**src/rtl/vec_tx_streamer_pkg.sv**
```systemverilog
// Shared definitions for the vector/scalar UART streamer: sizing defaults,
// FSM state encoding, processor opcodes and scalar byte selection.
package vec_tx_streamer_pkg;

  localparam int DEF_WIDTH    = 8;
  localparam int DEF_LENGTH   = 1024;
  localparam int CNT_W        = 11;   // one bit wider than IDX_W so LENGTH itself is reachable
  localparam int IDX_W        = 10;
  localparam int SCALAR_W     = 24;
  localparam int SCALAR_BYTES = 3;
  localparam int ACK_TIMEOUT  = 4;    // cycles to wait for tx_busy before assuming the byte went

  typedef enum logic [2:0] {
    IDLE, LOAD, SEND, WAIT_ACK, WAIT_FREE, DONE
  } state_t;

  // Processor opcodes (ASCII 'a'..'h')
  localparam logic [7:0] OP_WRITE_VEC_A = 8'd97;
  localparam logic [7:0] OP_WRITE_VEC_B = 8'd98;
  localparam logic [7:0] OP_READ_VEC_A  = 8'd99;
  localparam logic [7:0] OP_READ_VEC_B  = 8'd100;
  localparam logic [7:0] OP_SUM_VEC     = 8'd101;
  localparam logic [7:0] OP_DOT_PROD    = 8'd102;
  localparam logic [7:0] OP_MAN_DIST    = 8'd103;
  localparam logic [7:0] OP_EUC_DIST    = 8'd104;

  // Scalar results go out MSB first: byte 0 is bits [23:16].
  function automatic logic [7:0] scalar_byte(input logic [SCALAR_W-1:0] s,
                                             input logic [1:0] k);
    case (k)
      2'd0:    return s[23:16];
      2'd1:    return s[15:8];
      default: return s[7:0];
    endcase
  endfunction

endpackage

```
**src/rtl/vec_tx_streamer_if.sv**
```systemverilog
// Streamer-side bus: element fetch from the SIPO bank and byte path to the UART.
interface vec_tx_streamer_if
  import vec_tx_streamer_pkg::*;
#(
  parameter int WIDTH = DEF_WIDTH
) ();
  logic [WIDTH-1:0] tx_data;
  logic             tx_start;
  logic             tx_busy;
  logic [IDX_W-1:0] elem_idx;
  logic [WIDTH-1:0] elem_data;

  modport master (output tx_data, tx_start, elem_idx, input tx_busy, elem_data);
  modport slave  (input tx_data, tx_start, elem_idx, output tx_busy, elem_data);
endinterface

```
**src/rtl/vec_tx_streamer_uart_tx_handshake.sv**
```systemverilog
// Per-byte UART handshake: takes one byte via ready/valid, pulses tx_start,
// waits for the transmitter to go busy (with timeout) and then free again.
module uart_tx_handshake
  import vec_tx_streamer_pkg::*;
(
  input  logic clk,
  input  logic reset_n,
  input  logic byte_valid,
  output logic byte_ready,
  output logic byte_done,
  output logic tx_start,
  input  logic tx_busy
);
  localparam int ACK_W = $clog2(ACK_TIMEOUT);

  state_t           state, state_nxt;
  logic [ACK_W-1:0] ack_cnt;

  // State register and ack-timeout counter (counts only while in WAIT_ACK)
  always_ff @(posedge clk or negedge reset_n) begin
    if (!reset_n) begin
      state   <= IDLE;
      ack_cnt <= '0;
    end else begin
      state   <= state_nxt;
      ack_cnt <= (state == WAIT_ACK) ? ack_cnt + 1'b1 : '0;
    end
  end

  // Next-state and handshake outputs
  always_comb begin
    state_nxt  = state;
    byte_ready = 1'b0;
    byte_done  = 1'b0;
    tx_start   = 1'b0;
    case (state)
      IDLE: begin
        byte_ready = 1'b1;
        if (byte_valid) state_nxt = SEND;
      end
      SEND: begin
        tx_start  = 1'b1;
        state_nxt = WAIT_ACK;
      end
      WAIT_ACK:
        if (tx_busy || ack_cnt == ACK_W'(ACK_TIMEOUT - 1)) state_nxt = WAIT_FREE;
      WAIT_FREE:
        if (!tx_busy) begin
          byte_done = 1'b1;
          state_nxt = IDLE;
        end
      default: state_nxt = IDLE;
    endcase
  end

endmodule

```
**src/rtl/vec_tx_streamer.sv**
```systemverilog
// Streams either a full vector (LENGTH elements) or a 24-bit scalar result
// to the UART, one byte at a time. Owns byte counting and byte selection;
// the per-byte UART handshake lives in uart_tx_handshake.
module vec_tx_streamer
  import vec_tx_streamer_pkg::*;
#(
  parameter int WIDTH  = DEF_WIDTH,
  parameter int LENGTH = DEF_LENGTH
) (
  input  logic                clk,
  input  logic                reset_n,
  input  logic                start,
  input  logic                mode,
  input  logic [SCALAR_W-1:0] scalar_in,
  output logic                busy,
  output logic                done,
  vec_tx_streamer_if.master   bus
);
  // Top FSM uses IDLE/LOAD/WAIT_FREE/DONE; WAIT_FREE here means "byte handed
  // to the handshake, waiting for it to complete".
  state_t              state, state_nxt;
  logic                mode_q;
  logic [SCALAR_W-1:0] scalar_q;
  logic [CNT_W-1:0]    cnt;
  logic [WIDTH-1:0]    tx_data_q;
  logic [7:0]          sbyte;
  logic                last_byte;
  logic                byte_valid, byte_ready, byte_done;

  assign sbyte     = scalar_byte(scalar_q, cnt[1:0]);
  assign last_byte = mode_q ? (cnt == CNT_W'(SCALAR_BYTES - 1))
                            : (cnt == CNT_W'(LENGTH - 1));

  assign busy         = (state != IDLE);
  assign done         = (state == DONE);
  assign bus.tx_data  = tx_data_q;
  assign bus.elem_idx = mode_q ? '0 : cnt[IDX_W-1:0];

  // State register
  always_ff @(posedge clk or negedge reset_n) begin
    if (!reset_n) state <= IDLE;
    else          state <= state_nxt;
  end

  // Request capture, byte counter and held transmit byte
  always_ff @(posedge clk or negedge reset_n) begin
    if (!reset_n) begin
      mode_q    <= 1'b0;
      scalar_q  <= '0;
      cnt       <= '0;
      tx_data_q <= '0;
    end else begin
      case (state)
        IDLE:
          if (start) begin
            mode_q   <= mode;
            scalar_q <= scalar_in;
            cnt      <= '0;
          end
        LOAD:
          tx_data_q <= mode_q ? WIDTH'(sbyte) : bus.elem_data;
        WAIT_FREE:
          if (byte_done && !last_byte) cnt <= cnt + 1'b1;
        default: ;
      endcase
    end
  end

  // Next-state: one LOAD per byte, then hand off and wait for completion
  always_comb begin
    state_nxt  = state;
    byte_valid = 1'b0;
    case (state)
      IDLE:      if (start) state_nxt = LOAD;
      LOAD: begin
        byte_valid = 1'b1;
        if (byte_ready) state_nxt = WAIT_FREE;
      end
      WAIT_FREE: if (byte_done) state_nxt = last_byte ? DONE : LOAD;
      DONE:      state_nxt = IDLE;
      default:   state_nxt = IDLE;
    endcase
  end

  uart_tx_handshake u_hs (
    .clk        (clk),
    .reset_n    (reset_n),
    .byte_valid (byte_valid),
    .byte_ready (byte_ready),
    .byte_done  (byte_done),
    .tx_start   (bus.tx_start),
    .tx_busy    (bus.tx_busy)
  );

endmodule
```
**src/flat_wrapper.sv**
```systemverilog
// flat-port wrapper written by rule: the top's interface ports become plain ports
module vec_tx_streamer_flat import vec_tx_streamer_pkg::*;
#(
  parameter int WIDTH  = DEF_WIDTH,
  parameter int LENGTH = DEF_LENGTH
)
  (clk, reset_n, start, mode, scalar_in, busy, done, bus_tx_data, bus_tx_start, bus_elem_idx, bus_tx_busy, bus_elem_data);
  vec_tx_streamer_if #(.WIDTH(WIDTH)) bus_i ();
  input  logic clk;
  input  logic reset_n;
  input  logic start;
  input  logic mode;
  input  logic [SCALAR_W-1:0] scalar_in;
  output logic busy;
  output logic done;
  output wire logic [$bits(bus_i.tx_data)-1:0] bus_tx_data;
  output wire logic [$bits(bus_i.tx_start)-1:0] bus_tx_start;
  output wire logic [$bits(bus_i.elem_idx)-1:0] bus_elem_idx;
  input wire logic [$bits(bus_i.tx_busy)-1:0] bus_tx_busy;
  input wire logic [$bits(bus_i.elem_data)-1:0] bus_elem_data;
  assign bus_tx_data = bus_i.tx_data;
  assign bus_tx_start = bus_i.tx_start;
  assign bus_elem_idx = bus_i.elem_idx;
  assign bus_i.tx_busy = bus_tx_busy;
  assign bus_i.elem_data = bus_elem_data;
  vec_tx_streamer #(.WIDTH(WIDTH), .LENGTH(LENGTH)) u_core (.clk(clk), .reset_n(reset_n), .start(start), .mode(mode), .scalar_in(scalar_in), .busy(busy), .done(done), .bus(bus_i));
endmodule
```
**config.mk**
```make
export PLATFORM = sky130hd
export DESIGN_NAME = vec_tx_streamer_flat
export DESIGN_NICKNAME = d
export VERILOG_FILES = /design/src/rtl/vec_tx_streamer_pkg.sv /design/src/rtl/vec_tx_streamer_if.sv /design/src/rtl/vec_tx_streamer_uart_tx_handshake.sv /design/src/rtl/vec_tx_streamer.sv /design/src/flat_wrapper.sv
export SDC_FILE = /design/constraint.sdc
export NUM_CORES = 1
export LEC_CHECK = 0
export ABC_AREA = 0
export CORE_ASPECT_RATIO = 1.4
export CORE_MARGIN = 1
export CORE_UTILIZATION = 54
export DETAILED_ROUTE_END_ITERATION = 8
export PLACE_DENSITY = 0.82
export SYNTH_ARGS = -nofsm -noshare
export SYNTH_HDL_FRONTEND = slang
export SYNTH_SLANG_ARGS = --single-unit
```
**constraint.sdc**
```tcl
create_clock -name clk -period 5.5 [get_ports clk]
set_clock_uncertainty 0.2 [all_clocks]
set_input_delay 1.1 -clock clk [delete_from_list [all_inputs] [get_ports clk]]
set_output_delay 1.1 -clock clk [all_outputs]
set_load 0.01 [all_outputs]
```
; ---- After elaboration in Yosys (flattened, before gate mapping)
; Cells that the tools add are included.
[word_totals]
regBits = 52
word_cells = 60
output_inout_bits = 21
input_bits = 37
[op_classes]
n_addsub = 2
n_reduce_logical = 12
n_mux = 22
eq_ne = 17
[op_table]
columns = operator, n
row1 = 11-bit two-way mux, 2
row2 = 11-bit case mux with 2 select lines, 1
row3 = 3-bit two-way mux, 7
row4 = 8-bit case mux with 2 select lines, 1
row5 = 3-bit case mux with 4 select lines, 1
row6 = 11-bit by 1-bit adder with 11-bit output (second input constant), 1
row7 = 11-bit by 10-bit == test with 1-bit output (second input constant), 1
row8 = 11-bit by 2-bit == test with 1-bit output (second input constant), 1
row9 = 10-bit two-way mux, 1
row10 = 2-bit by 1-bit != test with 1-bit output (second input constant), 5
row11 = 3-bit == test (second input constant), 3
row12 = 3-bit case mux with 3 select lines, 1
row13 = 3-bit AND reduction, 3
row14 = 8-bit two-way mux, 1
row15 = 3-bit by 2-bit == test with 1-bit output (second input constant), 2
row16 = 3-bit logical NOT, 2
row17 = 1-bit two-way mux, 6
row18 = 2-bit != test (second input constant), 2
row19 = 3-bit by 1-bit == test with 1-bit output (second input constant), 1
row20 = 3-bit nonzero test, 1
row21 = 2-bit by 1-bit adder with 2-bit output (second input constant), 1
row22 = 2-bit by 1-bit == test with 1-bit output (second input constant), 1
row23 = 2-bit == test (second input constant), 1
row24 = 2-bit logical NOT, 1
row25 = 6 further kinds, 6

; ---- Longest topological paths before layout
; Gate-level depths: netlist of run 1.
[logic_depth]
ltp_word = 6
ltp_mapped = 8
mapped_depth_nobuf = 6

; ---- Hierarchy
; Synthesis of run 1 repeated with hierarchy kept, for this count alone.
[hier_totals]
cells_unflattened = 287
area_unflattened_um2 = 2598.7
[by_module_without_submodules]
columns = mod, seq_area_each_um2, cells_per_inst, area_each_um2, n_inst
row1 = vec_tx_streamer, 1151.1, 265, 2364.8, 1
row2 = uart_tx_handshake, 125.1, 22, 234.0, 1

; ---- Worst setup path after synthesis of run 1
; OpenSTA, ideal clock, no wires.
[synth_timing]
path_type = register to output
start = register u_core.mode_q
end = output port bus_elem_idx[0]
path_buffers = 1
arrival_time_ns = 1.297
path_stages_with_launch = 4
slack_ns = 2.903
cell_sequence = dfrtp_1 > clkbuf_1 > clkinv_1 > ha_1
[synth_between]
elab_chain_cells = 1
[synth_lines]
columns = item, line_no
row1 = "start, declared", vec_tx_streamer.sv:22  ; logic mode_q;
row2 = "start signal, assigned", vec_tx_streamer.sv:56  ; mode_q <= mode;
row3 = 10-bit two-way mux, vec_tx_streamer.sv:37  ; assign bus.elem_idx = mode_q ? '0 : cnt[IDX_W-1:0];
row4 = "end, declared", flat_wrapper.sv:18  ; output wire logic [$bits(bus_i.elem_idx)-1:0] bus_elem_idx;
; Every way passes these cells.

; ---- Worst setup path in the final report of run 1
[layout_timing]
start = register u_core.mode_q
end = output port bus_elem_idx[7]
; Same word-level chain as after synthesis.

==> results of run 1 <==
-- logic make-up (layout without fill, tap and decap cells) --
kind of cell    count (synthesis)  count (layout)  share of synthesized area
compound gates                 54              54                      0.147
fa+ha+maj                      13              13                     0.0641
buf+inv                        21              74                     0.0345
flops                          51              51                      0.503
mux                             2               2                    0.00789
simple gates                  140             140                      0.243
-- through the flow --
stage	hold slack, ns	utilization	cells
final	0.234	0.709	396
after global routing	0.275	0.709	396
after CTS	0.239	0.709	396
after detailed placement	0.227	0.690	388
after global placement	0.226	0.690	388
after floorplan	0.208	-	281
-- path summary, 6_finish.rpt --
path                                                   from                                to  slack, ns  cells past startpoint
setup reg to reg                  u_core.mode_q$_DFFE_PN0P_         u_core.cnt[9]$_DFFE_PN0P_       2.45                      6
hold reg to reg            u_core.u_hs.ack_cnt[0]$_DFF_PN0_  u_core.u_hs.ack_cnt[0]$_DFF_PN0_       0.23                      1
max in group asynchronous                           reset_n   u_core.scalar_q[22]$_DFFE_PN0P_       3.62                      1
hold / removal             u_core.u_hs.ack_cnt[0]$_DFF_PN0_  u_core.u_hs.ack_cnt[0]$_DFF_PN0_       0.23                      1
setup / recovery                  u_core.mode_q$_DFFE_PN0P_                   bus_elem_idx[7]       2.00                      3
min in group asynchronous                           reset_n         u_core.cnt[5]$_DFFE_PN0P_       0.80                      1
-- flip-flops by register name (all words and copies together) (netlist names) --
name and flops:
u_core.bus.tx_data 8, u_core.scalar_q 24, u_core.mode_q 1, u_core.u_hs.state 3, u_core.cnt 11, u_core.u_hs.ack_cnt 2, u_core.state 2
-- layout by cell type (no fill, tap or decap), drive strengths merged, types with 3 or more instances in the layout --
master,synthesis,routed
a31oi,12,12
nor2,18,18
nand3,6,6
a211oi,8,8
a21oi,4,4
a22o,8,8
nand2b,3,3
and2,3,3
nor3,3,3
clkbuf,7,6
nor4,3,3
clkdlybuf4s50,0,56
ha,13,13
o21ai,10,10
dfrtp,51,51
inv,7,7
o31ai,8,8
nand2,92,92
-- layer usage --
metal,global-route usage,part of all wire,vias up
met1,0.318,0.45,995
met3,0.0436,0.047,8
li1,-,-,1074
met4,0.0507,0.012,0
met2,0.383,0.49,63
met5,0,0,-
-- power breakdown --
part	total, mW	switching (mW)	internal, mW
sequential	0.613	0.0982	0.515
clock	0.209	0.120	0.0891
combinational	0.519	0.276	0.243
-- layout make-up --
class | instances | area share
Sequential cell | 51 | 0.397
Multi-Input combinational cell | 209 | 0.365
Timing Repair Buffer | 58 | 0.178
Tap cell | 62 | 0.0241
Clock buffer | 6 | 0.0226
Inverter | 8 | 0.00934
Clock inverter | 2 | 0.00389
-- cells in the mapped netlist, drive strengths merged (2+ instances only) --
library cell	count
nand2	92
dfrtp	51
nor2	18
ha	13
a31oi	12
o21ai	10
a211oi	8
a22o	8
o31ai	8
clkbuf	7
inv	7
buf	6
nand3	6
a21oi	4
and2	3
nand2b	3
nor3	3
nor4	3
and3	2
mux2i	2
nand4b	2
or2	2
==> impl_results.md, run 1 <==
* Async set or reset register ratio after synthesis at 1.00
* Cell Chain, Critical Path: clkinv_1, ha_1, clkdlybuf4s50_1
* DRT Pass-1 Iters at 5
* Slew headroom at 0.264
* Vias in the first global route at 2018
* Worst-margin pin slew at 1.10 ns
* CTS tree: yes
* Final setup margin at 2.00 ns
* Hold-fix buffers, CTS at 0
* Startpoint types: register
* Warnings, synthesis at 0
* Pin count of the biggest net entering global routing at 52
* Setup violations, final at 0
* Pwr/cell area at 417 nW/um2
* Routed WL per cell at 13.4 um
* Num ports at 58
* Synth area leaders: dfrtp_1 50%, nand2_1 14%, ha_1 6.4%
* Worst-path clk slew at 0.09 ns
* Dominant synthesized flop cell: dfrtp_1
* Buffer count from post-CTS setup fixing at 0
* Required time worst endpoint at 4.20 ns
* Status: finished clean
* H-tree levels at 2
* Max-cap check violation count at 0
* Initial DRC count at 112
* Hpwl dp at 3840 um
* DRC at 0
* Skew-Pair Late Insertion Delay at 0.30 ns
* Syn nets at 331
* Post-CTS Resized at 0
* Setup CP Type: reg2out
* Register area at 1280 um2
* Synth top area share at 0.503
* Worst Path Max Fanout at 18
* Core ar. at 4540 um2
* Area grow syn2layout at 26.7%
* Crit path largest cell delay at 0.52 ns
* Die width at 59.9 um
* CTS root buf: clkbuf_8
* Largest delay share family, worst path: buffers and inverters
* Mapped cell area at 2540 um2
* Syn Area/Cell at 9.03 um2
* Max-slew violation count at 0
* Synth area leader: dfrtp_1
* Total number of vias at 2140
* Initial antenna violation count at 0
* Cell Rows at 29
* RePlAce Congestion at 0.828
* Static Leak at 1.53 nW
* Multi-input gate area at 1170 um2
* Global-route wire length before repair at 8980 um
* Synth cell types at 37
* Crit path DAT at 2.20 ns
* Sink Count at 51
* Layout cells sized above 1 at 0.0389
* Cells after Synth at 281
* Fin crit share at 0.637
* Bufs and invs on worst path at 2
* Final WL at 5300 um
* Worst Setup Slack post-DPL at 2.31 ns
* Total GRT Usage at 0.234
* Total power at 1.34 mW
* Final Instance Area at 3210 um2
* CP max stage cell: dfrtp_1
* Post-Place Cell Area at 3130 um2
* CTS buffer count at 5
* Starting Density at 0.559
* Die Ht at 83.1 um
* RSZ-0062 raised after global routing: false
* Worst Hold Class: reg2reg
* Post-synth EDFFs at 0
* Setup_tns at 0 ns
* Total congestion overflow at 0
* Maximum VDD drop at 0.252 mV
* Antenna cells at 0
* Clk buf depth at 2
* Yosys reg bits at 51
* Via-per-instance ratio at 5.40
* Hold violation total from the final report at 0
* Register area share after synthesis at 0.503
* # fillers at 364
* Crit path time final at 3.50 ns
* Port Buffers at 57
* Nets at 383
* Worst Setup End Kind: output pin
* Antenna-violating nets left at 0
* Die area at 4980 um2
* Max frequency at 285 MHz
Power figures use the tool's default switching activity.
==> run 2: changes to the inputs <==
--- a/config.mk
+++ b/config.mk
@@ -8,9 +8,9 @@
 export ABC_AREA = 0
 export CORE_ASPECT_RATIO = 1.4
 export CORE_MARGIN = 1
-export CORE_UTILIZATION = 54
+export CORE_UTILIZATION = 50
 export DETAILED_ROUTE_END_ITERATION = 8
-export PLACE_DENSITY = 0.82
+export PLACE_DENSITY = 0.77
 export SYNTH_ARGS = -nofsm -noshare
 export SYNTH_HDL_FRONTEND = slang
 export SYNTH_SLANG_ARGS = --single-unit
==> constraint.sdc (replaced) <==
create_clock -name clk -period 3.5 [get_ports clk]
set_clock_uncertainty 0.2 [all_clocks]
set_input_delay 0.7 -clock clk [delete_from_list [all_inputs] [get_ports clk]]
set_output_delay 0.7 -clock clk [all_outputs]
set_load 0.01 [all_outputs]
==> run 2 against run 1 <==
Against the previous run:
- critical path depth unchanged
- global-route usage down 1.0 points
- final area up 1.2%
- die area up 7.8%
- cell count up 0.51%
- register-to-register slack worse by 1.9 ns
- sequential power up 58%
- sequential cell count unchanged
- worst hold slack better by 0.0099 ns
- power up 65%
- largest power group unchanged
- via count up 0.93%
==> impl_results.md, run 2 (same netlist as run 1, synthesis figures left out) <==
* CTS tree: yes
* Maximum VDD drop at 0.413 mV
* Crit path time final at 3.05 ns
* Register-to-Register Path Depth at 6
* Clk buf depth at 2
* Largest register FFs at 24
* Max-cap check violation count at 0
* Final setup margin at 0.452 ns
* Cell Rows at 30
* Flop pwr share at 0.438
* Buffer count from post-CTS setup fixing at 0
* Post-Place Cell Area at 3130 um2
* Required time worst endpoint at 2.60 ns
* Starting Density at 0.520
* R2r startpoint: u_core.mode_q$_DFFE_PN0P_
* Area grow syn2layout at 28.3%
* Pin count of the biggest net entering global routing at 52
* Min Hold Slack at 0.243 ns
* Slew headroom at 0.259
* DRT Pass-1 Iters at 5
* Cell Count, Final, Fillers Out at 398
* Die area at 5370 um2
* Total number of vias at 2160
* RePlAce Congestion at 0.856
* H-tree levels at 2
* Cell-internal power at 1.42 mW
* Most frequent cells in the layout: 92 x nand2_1, 56 x clkdlybuf4s50_1, 51 x dfrtp_1
* RR Endpoint: u_core.cnt[10]$_DFFE_PN0P_
* Via-per-instance ratio at 5.43
* Total GRT Usage at 0.224
* Total congestion overflow at 0
* Fin crit share at 0.871
* Die width at 62.2 um
* Switch Pwr at 0.791 mW
* Status: finished clean
* Final WL at 5550 um
* Setup violations, final at 0
* Pwr/cell area at 681 nW/um2
* Startpoint types: register
* Routed WL per cell at 14.0 um
* Vias in the first global route at 2122
* Worst-path clk slew at 0.09 ns
* Antenna-violating nets left at 0
* Most common cell after layout, fill and taps aside: nand2_1
* CTS root buf: clkbuf_8
* Clock power share at 0.194
* Hold-fix buffers, CTS at 0
* Max frequency at 328 MHz
* Setup crit start: u_core.mode_q$_DFFE_PN0P_
* Initial DRC count at 90
* Worst Hold Class: reg2reg
* Worst Setup End Kind: output pin
* Global-route wire length before repair at 9640 um
* Core ar. at 4880 um2
* Port Buffers at 57
* CP endpoint: bus_elem_idx[2]
* Post-CTS Resized at 0
* Hold violation total from the final report at 0
* Final Instance Area at 3250 um2
* Sink Count at 51
* Combinational fraction of design power at 0.368
* Nets at 383
* Skew-Pair Late Insertion Delay at 0.30 ns
* Layout cells sized above 1 at 0.0419
* Setup_tns at 0 ns
* Num ports at 58
* Reg2reg setup slack at 0.55 ns
* Largest Register: u_core.scalar_q
* Initial antenna violation count at 0
* Max-slew violation count at 0
* # placed instances at 390
* Worst Setup Slack post-DPL at 0.573 ns
* Antenna cells at 0
* Die Ht at 86.3 um
* Hpwl dp at 4060 um
* Crit path DAT at 2.15 ns
* # fillers at 418
* Worst Path Max Fanout at 18
* DRC at 0
* Switching fraction of total power at 0.357
* CTS buffer count at 5
* RSZ-0062 raised after global routing: false
* Setup CP Type: reg2out
* Worst-margin pin slew at 1.11 ns
* Static Leak at 1.55 nW
-- run 2: cell count changes in the layout (fill, tap and decap cells not counted), sizes merged --
cell	before	now
bufinv	0	1
clkinv	2	1
clkinvlp	1	0
inv	7	8
-- run 2: power by group through the flow --
stage                     combinational (mW)  clock [mW]  sequential, mW
after floorplan                        0.530           0           0.951
after global placement                 0.805           0           0.967
after detailed placement               0.818           0           0.981
after CTS                              0.825       0.436           0.969
after global routing                   0.925       0.458            1.00
final                                  0.815       0.430           0.969
-- run 2: metrics by stage --
| stage | power [mW] | util |
|---|---|---|
| 2_1_floorplan | 1.48 | - |
| 3_3_place_gp | 1.77 | 0.642 |
| 3_5_place_dp | 1.80 | 0.642 |
| 4_1_cts | 2.23 | 0.667 |
| 5_1_grt | 2.39 | 0.667 |
| 6_report | 2.21 | 0.667 |
-- run 2: worst min path at each step --
stage | cells after the start | end | startpoint
after floorplan | 0 | u_core.bus.tx_data[0]$_DFFE_PN0P_ | reset_n
after global placement | 1 | u_core.u_hs.ack_cnt[0]$_DFF_PN0_ | u_core.u_hs.ack_cnt[0]$_DFF_PN0_
after detailed placement | 1 | u_core.u_hs.ack_cnt[0]$_DFF_PN0_ | u_core.u_hs.ack_cnt[0]$_DFF_PN0_
after CTS | 1 | u_core.u_hs.ack_cnt[0]$_DFF_PN0_ | u_core.u_hs.ack_cnt[0]$_DFF_PN0_
after global routing | 1 | u_core.u_hs.ack_cnt[0]$_DFF_PN0_ | u_core.u_hs.ack_cnt[0]$_DFF_PN0_
final | 1 | u_core.u_hs.ack_cnt[0]$_DFF_PN0_ | u_core.u_hs.ack_cnt[0]$_DFF_PN0_
-- run 2: final cells by class --
type                    instances  area (um2)  share of cell area
repair buffers                 58         573               0.176
clock inverters                 2        38.8              0.0119
inverters                       8        30.0             0.00923
clock buffers                   6        82.6              0.0254
flip-flops and latches         51        1280               0.392
multi-input cells             209        1170               0.360
well taps                      64        80.1              0.0246
-- run 2: critical path, cell delays in order (launching register included) --
cell	delay, ns
dfrtp_1	0.52
clkinv_1	0.48
ha_1	0.37
clkdlybuf4s50_1	0.48
-- run 2: routing by layer --
layer / share of wire / global-route usage / wire length (um)
met5: 0 / 0 / 0
met4: 0.016 / 0.0677 / 90
met3: 0.023 / 0.0276 / 128
met2: 0.51 / 0.408 / 2850
met1: 0.45 / 0.277 / 2480
==> run 3: changes to the inputs <==
--- a/config.mk
+++ b/config.mk
@@ -7,7 +7,7 @@
 export LEC_CHECK = 0
 export ABC_AREA = 0
 export CORE_ASPECT_RATIO = 1.4
-export CORE_MARGIN = 1
+export CORE_MARGIN = 2
 export CORE_UTILIZATION = 50
 export DETAILED_ROUTE_END_ITERATION = 8
 export PLACE_DENSITY = 0.77
==> run 3 against run 2 <==
Against the previous run:
- critical path depth unchanged
- combinational power decreased by 0.5%
- critical path type unchanged
- first-iteration DRC count increased by 22%
- largest cell class unchanged
- cell count increased by 0.25%
- via count increased by 0.69%
- final area about the same
- die area increased by 5.6%
==> impl_results.md, run 3 (same netlist as run 1, synthesis figures left out) <==
* Final WL at 5580 um
* H-tree levels at 2
* Total number of vias at 2175
* Final Instance Area at 3250 um2
* Cell Count, Final, Fillers Out at 399
* Most common cell after layout, fill and taps aside: nand2_1
* Largest register FFs at 24
* Hold-fix buffers, CTS at 0
* Buffer count from post-CTS setup fixing at 0
* Max frequency at 327 MHz
* RePlAce Congestion at 0.881
* Met3 routed WL at 224 um
* RSZ-0062 raised after global routing: false
* Max-cap check violation count at 0
* CTS tree: yes
* Maximum VDD drop at 0.416 mV
* Post-CTS Resized at 0
* Starting Density at 0.520
* DRT Pass-1 Iters at 4
* Setup_tns at 0 ns
* Setup CP Type: reg2out
* CTS root buf: clkbuf_8
* Hold violation total from the final report at 0
* Startpoint types: register
* Fin crit share at 0.874
* Worst-margin pin slew at 0.760 ns
* Global-route wire length before repair at 9520 um
* Largest Register: u_core.scalar_q
* Slew headroom at 0.492
* Status: finished clean
* CTS buffer count at 5
* Worst-path clk slew at 0.09 ns
* # fillers at 425
* Clk buf depth at 2
* Total congestion overflow at 0
* Pin count of the biggest net entering global routing at 34
* Die Ht at 88.3 um
* Metal2 WL at 2940 um
* Total power at 2.19 mW
* Static Leak at 1.55 nW
* Min Hold Slack at 0.110 ns
* # placed instances at 391
* DRT met1 WL at 2350 um
* Initial DRC count at 110
* Worst Setup End Kind: output pin
* Setup violations, final at 0
* DRC at 0
* Skew-Pair Late Insertion Delay at 0.31 ns
* Cell Rows at 30
* Total GRT Usage at 0.218
* Layout cells sized above 1 at 0.0448
* Top Metal Used: met4
* Die width at 64.2 um
* Final design utilization at 0.666
* Antenna cells at 0
* Worst Path Max Fanout at 18
* Crit path DAT at 2.16 ns
* Max-slew violation count at 0
* Pwr/cell area at 673 nW/um2
* Via-per-instance ratio at 5.45
* Worst Setup Slack post-DPL at 0.465 ns
* Area grow syn2layout at 28.2%
* Antenna-violating nets left at 0
* Sink Count at 51
* Initial antenna violation count at 0
* Final setup margin at 0.441 ns
* Worst Hold Class: in2async
* Die area at 5670 um2
* Hpwl dp at 4240 um
* Most frequent cells in the layout: 92 x nand2_1, 56 x clkdlybuf4s50_1, 51 x dfrtp_1
* Core ar. at 4880 um2
* Post-Place Cell Area at 3140 um2
* Port Buffers at 57
* Vias in the first global route at 2065
* Crit path time final at 3.06 ns
* Routed WL per cell at 14.0 um
* Nets at 384
* Num ports at 58
* Required time worst endpoint at 2.60 ns
run 3: layer usage:
layer,global-route usage,up-vias
met4,0.0793,0
li1,-,1076
met1,0.263,1030
met2,0.387,63
met3,0.0458,6
met5,0,-
run 3: cell type report:
| class | count | area (um2) | area share |
|---|---|---|---|
| Clock buffer | 5 | 68.8 | 0.0212 |
| Clock inverter | 3 | 43.8 | 0.0135 |
| Inverter | 8 | 30.0 | 0.00923 |
| Multi-Input combinational cell | 209 | 1170 | 0.361 |
| Sequential cell | 51 | 1280 | 0.392 |
| Tap cell | 64 | 80.1 | 0.0246 |
| Timing Repair Buffer | 59 | 581 | 0.179 |
run 3: worst paths after layout:
path | from | endpoint | slack [ns] | cells after the start
setup / recovery | u_core.mode_q$_DFFE_PN0P_ | bus_elem_idx[8] | 0.44 | 3
hold / removal | reset_n | u_core.cnt[6]$_DFFE_PN0P_ | 0.11 | 1
setup reg to reg | u_core.mode_q$_DFFE_PN0P_ | u_core.cnt[10]$_DFFE_PN0P_ | 0.45 | 6
hold reg to reg | u_core.u_hs.ack_cnt[0]$_DFF_PN0_ | u_core.u_hs.ack_cnt[0]$_DFF_PN0_ | 0.23 | 1
max in group asynchronous | reset_n | u_core.scalar_q[10]$_DFFE_PN0P_ | 2.22 | 2
min in group clk | u_core.u_hs.ack_cnt[0]$_DFF_PN0_ | u_core.u_hs.ack_cnt[0]$_DFF_PN0_ | 0.23 | 1
run 3: power breakdown:
| part | internal [mW] | total, mW | leakage, nW | switching [mW] |
|---|---|---|---|---|
| Combinational | 0.381 | 0.811 | 0.844 | 0.431 |
| Sequential | 0.810 | 0.974 | 0.649 | 0.164 |
| Clock | 0.213 | 0.403 | 0.0581 | 0.190 |
| Total | 1.40 | 2.19 | 1.55 | 0.784 |
run 3: worst max-delay path: stages, from the launching register on:
cell and delay [ns]:
dfrtp_1 0.52, clkinv_1 0.48, ha_1 0.37, clkdlybuf4s50_1 0.47
